### config.mk
export PLATFORM = sky130hd
export DESIGN_NAME = sec_zone_alarm_ctrl_flat
export DESIGN_NICKNAME = d
export VERILOG_FILES = /design/src/rtl/sec_zone_alarm_ctrl_pkg.sv /design/src/rtl/sec_zone_alarm_ctrl_if.sv /design/src/rtl/sec_delay_timer.sv /design/src/rtl/sec_zone_alarm_ctrl.sv /design/src/flat_wrapper.sv
export SDC_FILE = /design/constraint.sdc
export NUM_CORES = 1
export LEC_CHECK = 0
export ABC_AREA = 1
export BUFFER_PORTS_ARGS = -buffer_cell sky130_fd_sc_hd__buf_2
export CORE_MARGIN = 10
export CORE_UTILIZATION = 40
export CTS_CLUSTER_DIAMETER = 120
export DETAILED_ROUTE_END_ITERATION = 6
export PLACE_DENSITY = 0.67
export SETUP_SLACK_MARGIN = 0.3
export SYNTH_ARGS = -nofsm -noshare
export SYNTH_HDL_FRONTEND = slang
export SYNTH_SLANG_ARGS = --single-unit
### constraint.sdc
create_clock -name clk -period 1.4 [get_ports clk]
set_input_delay 0.07 -clock clk [delete_from_list [all_inputs] [get_ports clk]]
set_output_delay 0.07 -clock clk [all_outputs]
set_load 0.05 [all_outputs]
### src/rtl/sec_zone_alarm_ctrl_pkg.sv
// Shared types for the multi-zone security alarm controller.
// State encoding and counter width helper.
package sec_alarm_pkg;

    typedef enum logic [2:0] {
        DISARMED = 3'd0,
        EXIT     = 3'd1,
        ARMED    = 3'd2,
        ENTRY    = 3'd3,
        ALARM    = 3'd4
    } state_t;

    // Width of the shared down-counter: enough to hold the largest delay.
    function automatic int cnt_width(input int a, input int b, input int c);
        int m;
        m = a;
        if (b > m) m = b;
        if (c > m) m = c;
        return (m < 1) ? 1 : $clog2(m + 1);
    endfunction

endpackage

### src/rtl/sec_zone_alarm_ctrl_if.sv
// Sensor/keypad/siren bundle for sec_zone_alarm_ctrl.
// Optional tamper line exists only with SEC_ALARM_TAMPER_EN defined.
interface sec_zone_alarm_ctrl_if #(
    parameter int NUM_ZONES = 4
);
    logic                 arm;
    logic                 disarm;
    logic [NUM_ZONES-1:0] zone_mask;
    logic [NUM_ZONES-1:0] instant_mask;
    logic [NUM_ZONES-1:0] sensor;
`ifdef SEC_ALARM_TAMPER_EN
    logic                 tamper;
`endif
    logic                 alarm;
    logic [2:0]           state_o;
    logic [NUM_ZONES-1:0] tripped_zones;

    modport master (
        output arm, disarm, zone_mask, instant_mask, sensor,
`ifdef SEC_ALARM_TAMPER_EN
        output tamper,
`endif
        input  alarm, state_o, tripped_zones
    );

    modport slave (
        input  arm, disarm, zone_mask, instant_mask, sensor,
`ifdef SEC_ALARM_TAMPER_EN
        input  tamper,
`endif
        output alarm, state_o, tripped_zones
    );

endinterface

### src/rtl/sec_delay_timer.sv
// Loadable down-counter shared by the EXIT, ENTRY and ALARM states.
// Saturates at zero; load has priority over decrement.
module sec_delay_timer #(
    parameter int W = 4
) (
    input  logic         clk,
    input  logic         rst_n,
    input  logic         load,
    input  logic [W-1:0] load_val,
    input  logic         en,
    output logic         zero
);

    logic [W-1:0] count;

    // Count register: load, else decrement while enabled and non-zero.
    always_ff @(posedge clk or negedge rst_n) begin
        if (!rst_n) begin
            count <= '0;
        end else if (load) begin
            count <= load_val;
        end else if (en && (count != '0)) begin
            count <= count - 1'b1;
        end
    end

    assign zero = (count == '0);

endmodule

### src/rtl/sec_zone_alarm_ctrl.sv
// Multi-zone arm/sense/alarm controller driving a registered siren.
// Optional tamper input enabled by defining SEC_ALARM_TAMPER_EN.
module sec_zone_alarm_ctrl
    import sec_alarm_pkg::*;
#(
    parameter int NUM_ZONES    = 4,
    parameter int EXIT_DLY     = 3,
    parameter int ENTRY_DLY    = 5,
    parameter int ALARM_CYCLES = 8
) (
    input logic                  clk,
    input logic                  rst_n,
    sec_zone_alarm_ctrl_if.slave bus
);

    localparam int CW = cnt_width(EXIT_DLY, ENTRY_DLY, ALARM_CYCLES);
    localparam int ALARM_LD = (ALARM_CYCLES == 0) ? 0 : ALARM_CYCLES - 1;

    localparam logic [CW-1:0] EXIT_VAL  = CW'(EXIT_DLY);
    localparam logic [CW-1:0] ENTRY_VAL = CW'(ENTRY_DLY);
    localparam logic [CW-1:0] ALARM_VAL = CW'(ALARM_LD);

    state_t               state;
    state_t               next_state;
    logic                 alarm_q;
    logic [NUM_ZONES-1:0] tripped;

    logic                 load;
    logic [CW-1:0]        load_val;
    logic                 en;
    logic                 zero;
    logic [NUM_ZONES-1:0] trip_set;
    logic                 trip_clr;

    logic [NUM_ZONES-1:0] hit;
    logic                 any_hit;
    logic                 inst_hit;

    assign hit      = bus.sensor & bus.zone_mask;
    assign any_hit  = |hit;
    assign inst_hit = |(hit & bus.instant_mask);

    sec_delay_timer #(
        .W(CW)
    ) u_timer (
        .clk      (clk),
        .rst_n    (rst_n),
        .load     (load),
        .load_val (load_val),
        .en       (en),
        .zero     (zero)
    );

    // Next-state, timer control and trip-record update.
    always_comb begin
        next_state = state;
        load       = 1'b0;
        load_val   = '0;
        en         = 1'b0;
        trip_set   = '0;
        trip_clr   = 1'b0;

        case (state)
            DISARMED: begin
                if (bus.arm && !bus.disarm) begin
                    next_state = EXIT;
                    load       = 1'b1;
                    load_val   = EXIT_VAL;
                    trip_clr   = 1'b1;
                end
            end
            EXIT: begin
                if (bus.disarm) begin
                    next_state = DISARMED;
                end else if (zero) begin
                    next_state = ARMED;
                end else begin
                    en = 1'b1;
                end
            end
            ARMED: begin
                if (bus.disarm) begin
                    next_state = DISARMED;
                end else begin
                    trip_set = hit;
                    if (inst_hit) begin
                        next_state = ALARM;
                        load       = 1'b1;
                        load_val   = ALARM_VAL;
                    end else if (any_hit) begin
                        next_state = ENTRY;
                        load       = 1'b1;
                        load_val   = ENTRY_VAL;
                    end
                end
            end
            ENTRY: begin
                if (bus.disarm) begin
                    next_state = DISARMED;
                end else begin
                    trip_set = hit;
                    if (inst_hit || zero) begin
                        next_state = ALARM;
                        load       = 1'b1;
                        load_val   = ALARM_VAL;
                    end else begin
                        en = 1'b1;
                    end
                end
            end
            ALARM: begin
                if (bus.disarm) begin
                    next_state = DISARMED;
                end else begin
                    trip_set = hit;
                    if ((ALARM_CYCLES != 0) && zero) begin
                        next_state = ARMED;
                    end else begin
                        en = 1'b1;
                    end
                end
            end
            default: begin
                next_state = DISARMED;
            end
        endcase

`ifdef SEC_ALARM_TAMPER_EN
        // Tamper forces the siren and blocks disarm and auto-rearm.
        if (bus.tamper) begin
            next_state = ALARM;
            trip_set   = '0;
            trip_clr   = 1'b0;
            if (state != ALARM) begin
                load     = 1'b1;
                load_val = ALARM_VAL;
                en       = 1'b0;
            end else begin
                load     = 1'b0;
                load_val = '0;
                en       = 1'b1;
            end
        end
`endif
    end

    // State, siren and trip record registers.
    always_ff @(posedge clk or negedge rst_n) begin
        if (!rst_n) begin
            state   <= DISARMED;
            alarm_q <= 1'b0;
            tripped <= '0;
        end else begin
            state   <= next_state;
            alarm_q <= (next_state == ALARM);
            if (trip_clr) begin
                tripped <= '0;
            end else begin
                tripped <= tripped | trip_set;
            end
        end
    end

    assign bus.alarm         = alarm_q;
    assign bus.state_o       = state;
    assign bus.tripped_zones = tripped;

endmodule

### src/flat_wrapper.sv
// flat-port wrapper written by rule: the top's interface ports become plain ports
module sec_zone_alarm_ctrl_flat import sec_alarm_pkg::*;
#(
    parameter int NUM_ZONES    = 4,
    parameter int EXIT_DLY     = 3,
    parameter int ENTRY_DLY    = 5,
    parameter int ALARM_CYCLES = 8
)
  (clk, rst_n, bus_arm, bus_disarm, bus_zone_mask, bus_instant_mask, bus_sensor, bus_alarm, bus_state_o, bus_tripped_zones);
  sec_zone_alarm_ctrl_if #(.NUM_ZONES(NUM_ZONES)) bus_i ();
  input logic clk;
  input logic rst_n;
  input wire logic [$bits(bus_i.arm)-1:0] bus_arm;
  input wire logic [$bits(bus_i.disarm)-1:0] bus_disarm;
  input wire logic [$bits(bus_i.zone_mask)-1:0] bus_zone_mask;
  input wire logic [$bits(bus_i.instant_mask)-1:0] bus_instant_mask;
  input wire logic [$bits(bus_i.sensor)-1:0] bus_sensor;
  output wire logic [$bits(bus_i.alarm)-1:0] bus_alarm;
  output wire logic [$bits(bus_i.state_o)-1:0] bus_state_o;
  output wire logic [$bits(bus_i.tripped_zones)-1:0] bus_tripped_zones;
  assign bus_i.arm = bus_arm;
  assign bus_i.disarm = bus_disarm;
  assign bus_i.zone_mask = bus_zone_mask;
  assign bus_i.instant_mask = bus_instant_mask;
  assign bus_i.sensor = bus_sensor;
  assign bus_alarm = bus_i.alarm;
  assign bus_state_o = bus_i.state_o;
  assign bus_tripped_zones = bus_i.tripped_zones;
  sec_zone_alarm_ctrl #(.NUM_ZONES(NUM_ZONES), .EXIT_DLY(EXIT_DLY), .ENTRY_DLY(ENTRY_DLY), .ALARM_CYCLES(ALARM_CYCLES)) u_core (.clk(clk), .rst_n(rst_n), .bus(bus_i));
endmodule
==> metrics.yaml, run 1 <==
status:
  status: "finished, final reports clean"
clocking:
  cts_max_path_buffers: 2
  clkLatencyLatePin_ps: 290
  numCtsBuffers: 3
  htree_levels: 1
  cts_tree: "done"
  clock-root-buffer: "clkbuf_4"
  path_clk_slew_ps: 90
  clock-sinks: 12
logic_synthesis:
  synth_top_cells_by_count: "nand2_1, dfrtp_1, nor2_1"
  ys_warn_count: 0
  avgSynthCellArea_um2: 7.98
  synth_top_cell_by_area: "dfrtp_1"
  synth_edf_count: 0
  synth_cell_type_count: 21
  ys_seq_area_share_pct: 37.6
  yosys-top-cells-area: "dfrtp_1, nand2_1, nor2_4"
  synthesis.area_um2: 798
  yosys_register_bits: 12
  ys.flop_type: "dfrtp_1"
  synthArstFlopShare_pct: 100
  synth_top_area_share_pct: 37.6
  syn-num-nets: 117
  syn_inst: 100
  yosysMostFrequentCell: "nand2_1"
power:
  irDropWorstVdd_mv: 0.811
  p_leak_nw: 0.642
  power.density_mw_per_mm2: 1760
  finalPower_mw: 2.16
die:
  fp.dieArea_mm2: 0.00418
  ios: 24
  die_w_um: 64.7
  start_util_pct: 41.5
  coreArea_mm2: 0.00192
  rows: 16
  die_y_um: 64.7
grt:
  grt_overflow: 0
  grt_pass1_wl_mm: 3.88
  grt_pass1_vias: 868
  grt_max_degree: 13
  antenna_found_initial: 0
  grt.total_usage_pct: 11.6
sta:
  setup_tns_ps: 0
  rsz0062_at_grt: "yes"
  period_share_pct: 95.8
  finalClockSkew_ps: 5.86
  setup_viol: 0
  relSlewSlack_pct: 81.1
  tightest_slew_ps: 282
  fmax_mhz: 745
  final_max_slew_viol_count: 0
  period_minus_slack_ps: 1340
  finalHoldViolations: 0
detailed_routing:
  drt_wl_total_mm: 2.35
  wl_per_cell_um: 13.8
  drcViolationCount: 0
  vias: 835
  final_antenna_net_count: 0
  drt-initial-drc-count: 22
  first_pass_iters: 4
  viasPerCell: 4.88
cells_and_area:
  antennaDiodeCount: 0
  drive_gt1_share_pct: 57.6
  fin_util_pct: 63.6
  layout.nets: 162
  layout-area-overhead-vs-synth_pct: 53.1
worst_setup_path:
  crit_type: "flip-flop to flip-flop"
  crit_arrival_ps: 1520
  critPathLaunchType: "flip-flop"
  worstPathMaxFanout: 5
  end_kind: "flip-flop"
  cp.required_ps: 1580
min_path:
  hold_class: "primary input to flip-flop"
place:
  gp_congestion: 0.933
  dp_hpwl_mm: 1.67
  port_buffers: 23
job:
  maxCapViolations: 0
cell type report:
class                           instances  area [um2]
Clock buffer                            4        36.3
Fill cell                             162         699
Inverter                               13        53.8
Multi-Input combinational cell         75         529
Sequential cell                        12         304
Tap cell                               27        33.8
Timing Repair Buffer                   40         265
sequential cells by signal, summed over array words and instances, names as in the netlist:
register                  flops
u_core.u_timer.count          4
u_core.bus.tripped_zones      4
u_core.bus.state_o            3
u_core.bus.alarm              1
kinds of logic after synthesis:
| family | synth area share [%] |
|---|---|
| buffers and inverters | 6.11 |
| flip-flops | 37.6 |
| adder cells (fa/ha/maj) | 1.57 |
| AND/OR/NAND/NOR | 46.1 |
| AO/OA/AOI/OAI | 7.52 |
| XOR/XNOR | 1.10 |
per-layer routing:
layer	share of wire (%)	up-vias	GRT usage (%)
met1	38	397	13.0
met5	0	-	0
met3	3.0	5	1.20
met4	2.5	0	6.42
met2	56	18	20.7
li1	-	415	-
critical path, stage by stage (launching register included):
cell	delay, ps
dfrtp_2	450
nor2_4	140
inv_4	60
nor2_4	140
nand3_4	110
nand2_4	120
nand2_2	60
nor2_1	90
nor2_1	50
placed cells by master (no fill, tap or decap), drive strengths merged:
cell type and instances:
clkbuf 5, nand3 11, buf 38, nor2 18
or2 1, a211oi 1, a31oi 6, nand2 30
ha 1, dfrtp 12, xor2 1, a21oi 1
nor3 1, inv 13, o21ai 1, nand4 3
dlygate4sd3 1
path summary, 6_finish.rpt:
| path | start | depth (start not counted) | slack [ps] | to |
|---|---|---|---|---|
| worst max register to register | u_core.bus.state_o[2] | 8 | 60 | u_core.u_timer.count[3] |
| min in group asynchronous | rst_n | 2 | 200 | u_core.bus.tripped_zones[0] |
| worst min register to register | u_core.bus.tripped_zones[0] | 2 | 500 | u_core.bus.tripped_zones[0] |
| worst max-delay path | u_core.bus.state_o[2] | 8 | 60 | u_core.u_timer.count[3] |
| worst min-delay path | bus_zone_mask[1] | 3 | 60 | u_core.bus.tripped_zones[1] |
| max in group asynchronous | rst_n | 2 | 950 | u_core.bus.state_o[0] |
where the power goes:
group / switching (mW) / internal (mW) / total, mW
sequential: 0.0854 / 0.450 / 0.536
clock: 0.135 / 0.159 / 0.294
combinational: 0.791 / 0.536 / 1.33
total: 1.01 / 1.14 / 2.16
per-stage QoR:
stage / instance area [um2] / hold slack [ps] / cells / setup slack (ps)
2_1_floorplan: 802 / -226 / 100 / 40.9
3_3_place_gp: 973 / -33.6 / 153 / 14.0
3_5_place_dp: 973 / -27.9 / 153 / -31.8
4_1_cts: 1130 / 67.2 / 165 / 68.0
5_1_grt: 1220 / 76.0 / 171 / -49.8
6_report: 1220 / 56.6 / 171 / 58.4
what timing repair did:
action                                  4_1_cts  5_1_grt
buffers inserted                              7        6
endpoints found under the setup margin       12       14
hold buffers                                  1        0
endpoints found under the hold margin        12        0
gates cloned                                  0        0
pin swaps                                     9        6
gates resized for setup                      13       13
No activity file was read; power rests on OpenSTA's default activity.
==> run 2, diff against run 1 <==
--- a/config.mk
+++ b/config.mk
@@ -5,7 +5,7 @@
 export SDC_FILE = /design/constraint.sdc
 export NUM_CORES = 1
 export LEC_CHECK = 0
-export ABC_AREA = 1
+export ABC_AREA = 0
 export BUFFER_PORTS_ARGS = -buffer_cell sky130_fd_sc_hd__buf_2
 export CORE_MARGIN = 10
 export CORE_UTILIZATION = 40
==> metrics.yaml, run 2 <==
grt:
  antenna_found_initial: 0  # unchanged
  grt_overflow: 0  # unchanged
  grt_pass1_wl_mm: 4.46  # +15%
  grt_max_degree: 13  # unchanged
  grt.total_usage_pct: 12.8  # +1.2 points
  grt_pass1_vias: 984  # +13%
clocking:
  cts_tree: "done"
  path_clk_slew_ps: 80  # about the same
  clock-root-buffer: "clkbuf_4"
  clkLatencyLatePin_ps: 280  # about the same
  numCtsBuffers: 3  # unchanged
  cts_max_path_buffers: 2  # unchanged
  clock-sinks: 12  # unchanged
  htree_levels: 1  # unchanged
place:
  port_buffers: 23  # unchanged
  pre_cts_slack_ps: -315  # -283 ps
  dp_hpwl_mm: 1.88  # +12%
  placed_cell_area_mm2: 0.00114  # +17%
  gp_congestion: 0.826  # -11%
detailed_routing:
  wl_per_cell_um: 15.4  # +12%
  viasPerCell: 5.36  # +9.7%
  drcViolationCount: 0  # unchanged
  vias: 916  # +9.7%
  drt-initial-drc-count: 23  # +4.5%
  drt_wl_total_mm: 2.64  # +12%
  final_antenna_net_count: 0  # unchanged
  first_pass_iters: 4  # unchanged
sta:
  relSlewSlack_pct: 80.3  # -0.84 points
  period_share_pct: 123  # +27 points
  tightest_slew_ps: 296  # +13.5 ps
  finalClockSkew_ps: 2.61  # -3.26 ps
  fmax_mhz: 582  # -22%
  finalHoldViolations: 0  # unchanged
  setup_viol: 9  # +9
  period_minus_slack_ps: 1720  # +376 ps
  final_max_slew_viol_count: 0  # unchanged
  fin_ws_ps: -317  # -376 ps
  rsz0062_at_grt: "yes"
  setup_tns_ps: -1810  # -1810 ps
logic_synthesis:
  synthSimpleGateAreaFrac_pct: 26.5  # -20 points
  syn-num-nets: 108  # -7.7%
  synthArstFlopShare_pct: 100  # unchanged
  syn_inst: 91  # -9.0%
  synthesis.area_um2: 795  # -0.47%
  yosys-top-cells-area: "dfrtp_1, nand3_1, nand2_1"
  avgSynthCellArea_um2: 8.73  # +9.4%
  ys_seq_area_share_pct: 37.8  # +0.18 points
  synth-xor-area-share_pct: 3.31  # +2.2 points
  synth_top_area_share_pct: 37.8  # +0.18 points
  synth_top_family_by_area: "simple AND/OR/NAND/NOR gates"
  ys.flop_type: "dfrtp_1"
  synth_top_cells_by_count: "dfrtp_1, nand2_1, nand3_1"
  yosys-mux-area-fraction_pct: 3.15  # +3.1 points
  synth_fa_ha_area_share_pct: 1.57  # +0.0074 points
  ys_warn_count: 0  # unchanged
  yosys_register_bits: 12  # unchanged
  synth_edf_count: 0  # unchanged
  yosysMostFrequentCell: "dfrtp_1"
  synth_top_cell_by_area: "dfrtp_1"
  synth_cell_type_count: 39  # +86%
  synth_compound_area_share_pct: 22.7  # +15 points
cells_and_area:
  finish.instance_area_mm2: 0.00137  # +12%
  layout.nets: 162  # unchanged
  fin_util_pct: 71.2  # +7.6 points
  layout-area-overhead-vs-synth_pct: 72.3
  drive_gt1_share_pct: 63.9  # +6.3 points
  antennaDiodeCount: 0  # unchanged
  final_common_cell: "buf_4"
  n_fill_cell: 156  # -3.7%
  final_cell_mix: "buf_4, buf_2, dfrtp_1, nand3_1, nand2_1"
power:
  irDropWorstVdd_mv: 0.887  # +9.4%
  finalPower_mw: 1.88  # -13%
  p_leak_nw: 0.654  # +1.9%
  power.density_mw_per_mm2: 1370  # -22%
worst_setup_path:
  cpPeakStageDelay_ps: 400  # -50 ps
  crit_type: "flip-flop to flip-flop"
  crit_arrival_ps: 1880  # +360 ps
  cpMaxStageDelayCell: "dfrtp_1"
  cp.depth: 7  # -1
  end_kind: "flip-flop"
  crit_family: "flip-flops"
  crit_path_cell_trace: "inv_2, ha_4, nor3b_4, nor4_2, a21oi_2, o311a_1, mux2_4"
  worstPathMaxFanout: 3  # -2
  reg2reg_depth: 7  # -1
  path_buf_inv: 1  # unchanged
  cp.required_ps: 1570  # about the same
  critPathLaunchType: "flip-flop"
job:
  maxCapViolations: 0  # unchanged
status:
  violations: "negative setup slack"
  status: "complete, but fails checks"
die:
  ios: 24  # unchanged
  fp.dieArea_mm2: 0.00417  # -0.32%
  start_util_pct: 41.3  # -0.20 points
  die_y_um: 64.6  # -0.16%
  coreArea_mm2: 0.00192  # unchanged
  rows: 16  # unchanged
  die_w_um: 64.6  # -0.16%
min_path:
  hold_class: "primary input to flip-flop"
  min_path_cells: 2  # -1
[run 2: cell count changes after synthesis, moves of 3 or more]
cell / previous run / this run
o21a_1: 0 / 4
a21oi_1: 1 / 6
nand2_2: 7 / 0
inv_2: 8 / 0
nand2_1: 22 / 10
nor2_4: 6 / 0
nor2_2: 3 / 0
a31oi_1: 6 / 1
[run 2: path summary, 6_finish.rpt]
kind                                        startpoint  slack (ps)                          end
min                                         bus_disarm         120             u_core.bus.alarm
max                            u_core.u_timer.count[1]        -320      u_core.u_timer.count[1]
min reg2reg                u_core.bus.tripped_zones[3]         490  u_core.bus.tripped_zones[3]
max in group asynchronous                        rst_n         950        u_core.bus.state_o[0]
min in group asynchronous                        rst_n         200      u_core.u_timer.count[3]
max reg2reg                    u_core.u_timer.count[1]        -320      u_core.u_timer.count[1]
[run 2: what timing repair did]
| action | in CTS | in global routing |
|---|---|---|
| hold buffers | 1 | 0 |
| buffers inserted | 4 | 3 |
| pin swaps | 11 | 6 |
| endpoints found under the hold margin | 12 | 0 |
| gates resized for setup | 22 | 11 |
| setup endpoints to repair | 13 | 13 |
[run 2: through the flow]
stage | std cells | hold WS (ps)
floorplan | 91 | -226
detailed placement | 159 | -29.6
finish | 171 | 118
global placement | 159 | -31.0
global route | 171 | 125
CTS | 168 | 108
[run 2: layer usage]
metal / vias to the layer above / part of all wire [%] / global-route usage (%)
met5: - / 0 / 0
met4: 0 / 1.4 / 2.41
met3: 7 / 5.5 / 4.47
met2: 24 / 52 / 23.3
met1: 448 / 41 / 14.0
li1: 437 / - / -
[run 2: cell families after synthesis]
logic type / after synthesis
compound gates: 25
fa+ha+maj: 1
xor+xnor: 3
flops: 12
simple gates: 40
mux: 2
buf+inv: 8
[run 2: area by class of cell]
cell class	count	area (um2)	area share (%)
multi-input combinational	71	602	44.0
inverter	4	15.0	1.10
timing repair buffer	53	378	27.6
sequential	12	304	22.2
tap	27	33.8	2.47
clock buffer	4	36.3	2.65
[run 2: power by group]
part	internal [mW]	switching, mW
Clock	0.158	0.124
Sequential	0.422	0.0805
Combinational	0.592	0.500
==> run 3, diff against run 2 <==
--- a/config.mk
+++ b/config.mk
@@ -8,10 +8,11 @@
 export ABC_AREA = 0
 export BUFFER_PORTS_ARGS = -buffer_cell sky130_fd_sc_hd__buf_2
 export CORE_MARGIN = 10
-export CORE_UTILIZATION = 40
+export CORE_UTILIZATION = 44
 export CTS_CLUSTER_DIAMETER = 120
 export DETAILED_ROUTE_END_ITERATION = 6
-export PLACE_DENSITY = 0.67
+export HOLD_SLACK_MARGIN = 0.03
+export PLACE_DENSITY = 0.73
 export SETUP_SLACK_MARGIN = 0.3
 export SYNTH_ARGS = -nofsm -noshare
 export SYNTH_HDL_FRONTEND = slang
==> metrics.yaml, run 3 (synthesis gave the netlist of run 2 again) <==
status:
  status: "complete, but fails checks"
  violations: "negative setup slack"
cells_and_area:
  final_cell_mix: "buf_4, buf_2, nand3_1, nand2_1, dfrtp_1"
  layout.nets: 164  # +1.2%
  layout-area-overhead-vs-synth_pct: 71.8
  n_fill_cell: 123  # -21%
  final_common_cell: "buf_4"
  antennaDiodeCount: 0  # unchanged
  drive_gt1_share_pct: 60.3  # -3.6 points
clocking:
  clock-root-buffer: "clkbuf_4"
  clock-sinks: 12  # unchanged
  numCtsBuffers: 3  # unchanged
  htree_levels: 1  # unchanged
  clkLatencyLatePin_ps: 280  # about the same
  path_clk_slew_ps: 90  # about the same
  cts_tree: "done"
  cts_max_path_buffers: 2  # unchanged
die:
  rows: 15  # -1
  fp.dieArea_mm2: 0.00391  # -6.3%
  start_util_pct: 46.0  # +4.7 points
  coreArea_mm2: 0.00173  # -10%
  die_w_um: 62.5  # -3.2%
  die_y_um: 62.5  # -3.2%
  ios: 24  # unchanged
grt:
  grt_max_degree: 13  # unchanged
  antenna_found_initial: 0  # unchanged
  grt.total_usage_pct: 13.6  # +0.80 points
  grt_pass1_wl_mm: 4.43  # -0.63%
  grt_overflow: 0  # unchanged
  grt_pass1_vias: 1000  # +1.6%
worst_setup_path:
  crit_family: "flip-flops"
  critPathLaunchType: "flip-flop"
  cpMaxStageDelayCell: "dfrtp_1"
  end_kind: "flip-flop"
  worstPathMaxFanout: 3  # unchanged
  path_buf_inv: 1  # unchanged
  crit_path_cell_trace: "inv_2, ha_4, nor3b_4, nor4_2, a21oi_2, o311a_1, mux2_4"
  cp.required_ps: 1570  # about the same
  crit_type: "flip-flop to flip-flop"
  crit_arrival_ps: 1870  # about the same
  cpPeakStageDelay_ps: 400  # about the same
sta:
  setup_viol: 11  # +2
  tightest_slew_ps: 286  # -10.0 ps
  period_minus_slack_ps: 1690  # -25.9 ps
  finalClockSkew_ps: 6.02  # +3.41 ps
  fin_ws_ps: -291  # +25.9 ps
  fmax_mhz: 591  # +1.5%
  rsz0062_at_grt: "yes"
  period_share_pct: 121  # -1.9 points
  finalHoldViolations: 0  # unchanged
  relSlewSlack_pct: 80.9  # +0.67 points
  final_max_slew_viol_count: 0  # unchanged
detailed_routing:
  drt-initial-drc-count: 63  # +170%
  first_pass_iters: 4  # unchanged
  final_antenna_net_count: 0  # unchanged
  drcViolationCount: 0  # unchanged
  wl_per_cell_um: 15.7  # +1.7%
  viasPerCell: 5.33  # -0.44%
  met3_length_um: 129  # -10%
  routed-wl-met2_mm: 1.34  # -2.6%
  dr.max_layer_used: "met4"
  met1Wirelength_mm: 1.16  # +6.9%
  vias: 912  # -0.44%
  drt_wl_total_mm: 2.69  # +1.7%
place:
  dp_hpwl_mm: 1.92  # +2.2%
  pre_cts_slack_ps: -383  # -68.3 ps
  gp_congestion: 0.790  # -4.3%
  port_buffers: 23  # unchanged
job:
  maxCapViolations: 0  # unchanged
power:
  power.density_mw_per_mm2: 1390  # +1.6%
  swShare_pct: 38.0  # +0.40 points
  clkPwrFrac_pct: 15.3  # +0.3 points
  power_frac_seq_pct: 26.5  # -0.3 points
  finalPower_mw: 1.90  # +1.4%
  irDropWorstVdd_mv: 1.14  # +29%
  switching_power_mw: 0.723  # +2.5%
  comb_power_share_pct: 58.2  # about the same
  internal_power_mw: 1.18  # +0.71%
  p_leak_nw: 0.661  # +1.1%
min_path:
  hold_class: "primary input to flip-flop"
[run 3: layout make-up]
class	count	area (um2)	share of cell area (%)
multi-input cells	71	572	41.9
repair buffers	55	407	29.8
flip-flops and latches	12	304	22.3
clock buffers	4	36.3	2.66
well taps	25	31.3	2.29
inverters	4	15.0	1.10
[run 3: path summary, 6_finish.rpt]
kind	to	slack (ps)	cells after the start	startpoint
worst min-delay path	u_core.bus.state_o[1]	100	2	bus_disarm
min in group asynchronous	u_core.bus.state_o[2]	190	2	rst_n
worst max register to register	u_core.u_timer.count[1]	-290	7	u_core.u_timer.count[1]
max in group asynchronous	u_core.bus.state_o[1]	970	2	rst_n
worst max-delay path	u_core.u_timer.count[1]	-290	7	u_core.u_timer.count[1]
worst min register to register	u_core.bus.tripped_zones[1]	500	1	u_core.bus.tripped_zones[1]
[run 3: repair_timing]
action | 4_1_cts | 5_1_grt
endpoints found under the hold margin | 12 | 0
setup endpoints to repair | 15 | 15
resized for setup | 22 | 7
buffers inserted | 3 | 4
hold buffers | 1 | 0
pin swaps | 10 | 6
[run 3: worst reg2reg max path, stage by stage (launching register included)]
cell and delay [ps]:
dfrtp_1 400, inv_2 80, ha_4 130, nor3b_4 240, nor4_2 80, a21oi_2 150
o311a_1 200, mux2_4 300
[run 3: power groups by stage]
stage / combinational (mW) / sequential [mW] / clock [mW]
floorplan: 0.480 / 0.553 / 0
global placement: 0.858 / 0.503 / 0
detailed placement: 0.890 / 0.508 / 0
CTS: 1.05 / 0.504 / 0.299
global route: 1.20 / 0.513 / 0.307
finish: 1.11 / 0.504 / 0.291
[run 3: metrics by stage]
| step | cells | area [um2] | TNS [ps] | utilization [%] | hold WS [ps] |
|---|---|---|---|---|---|
| floorplan | 91 | 866 | -661 | - | -226 |
| global placement | 159 | 1150 | -906 | 66.8 | -36.5 |
| detailed placement | 159 | 1150 | -1650 | 66.8 | -30.9 |
| CTS | 167 | 1310 | -1190 | 75.6 | 82.9 |
| global route | 171 | 1370 | -2320 | 79.1 | 114 |
| finish | 171 | 1370 | -1280 | 79.1 | 100 |
[run 3: metal layers]
metal	vias to the layer above	global-route usage (%)
li1	442	-
met1	426	14.7
met2	36	24.7
met3	8	2.51
met4	0	6.42
met5	-	0
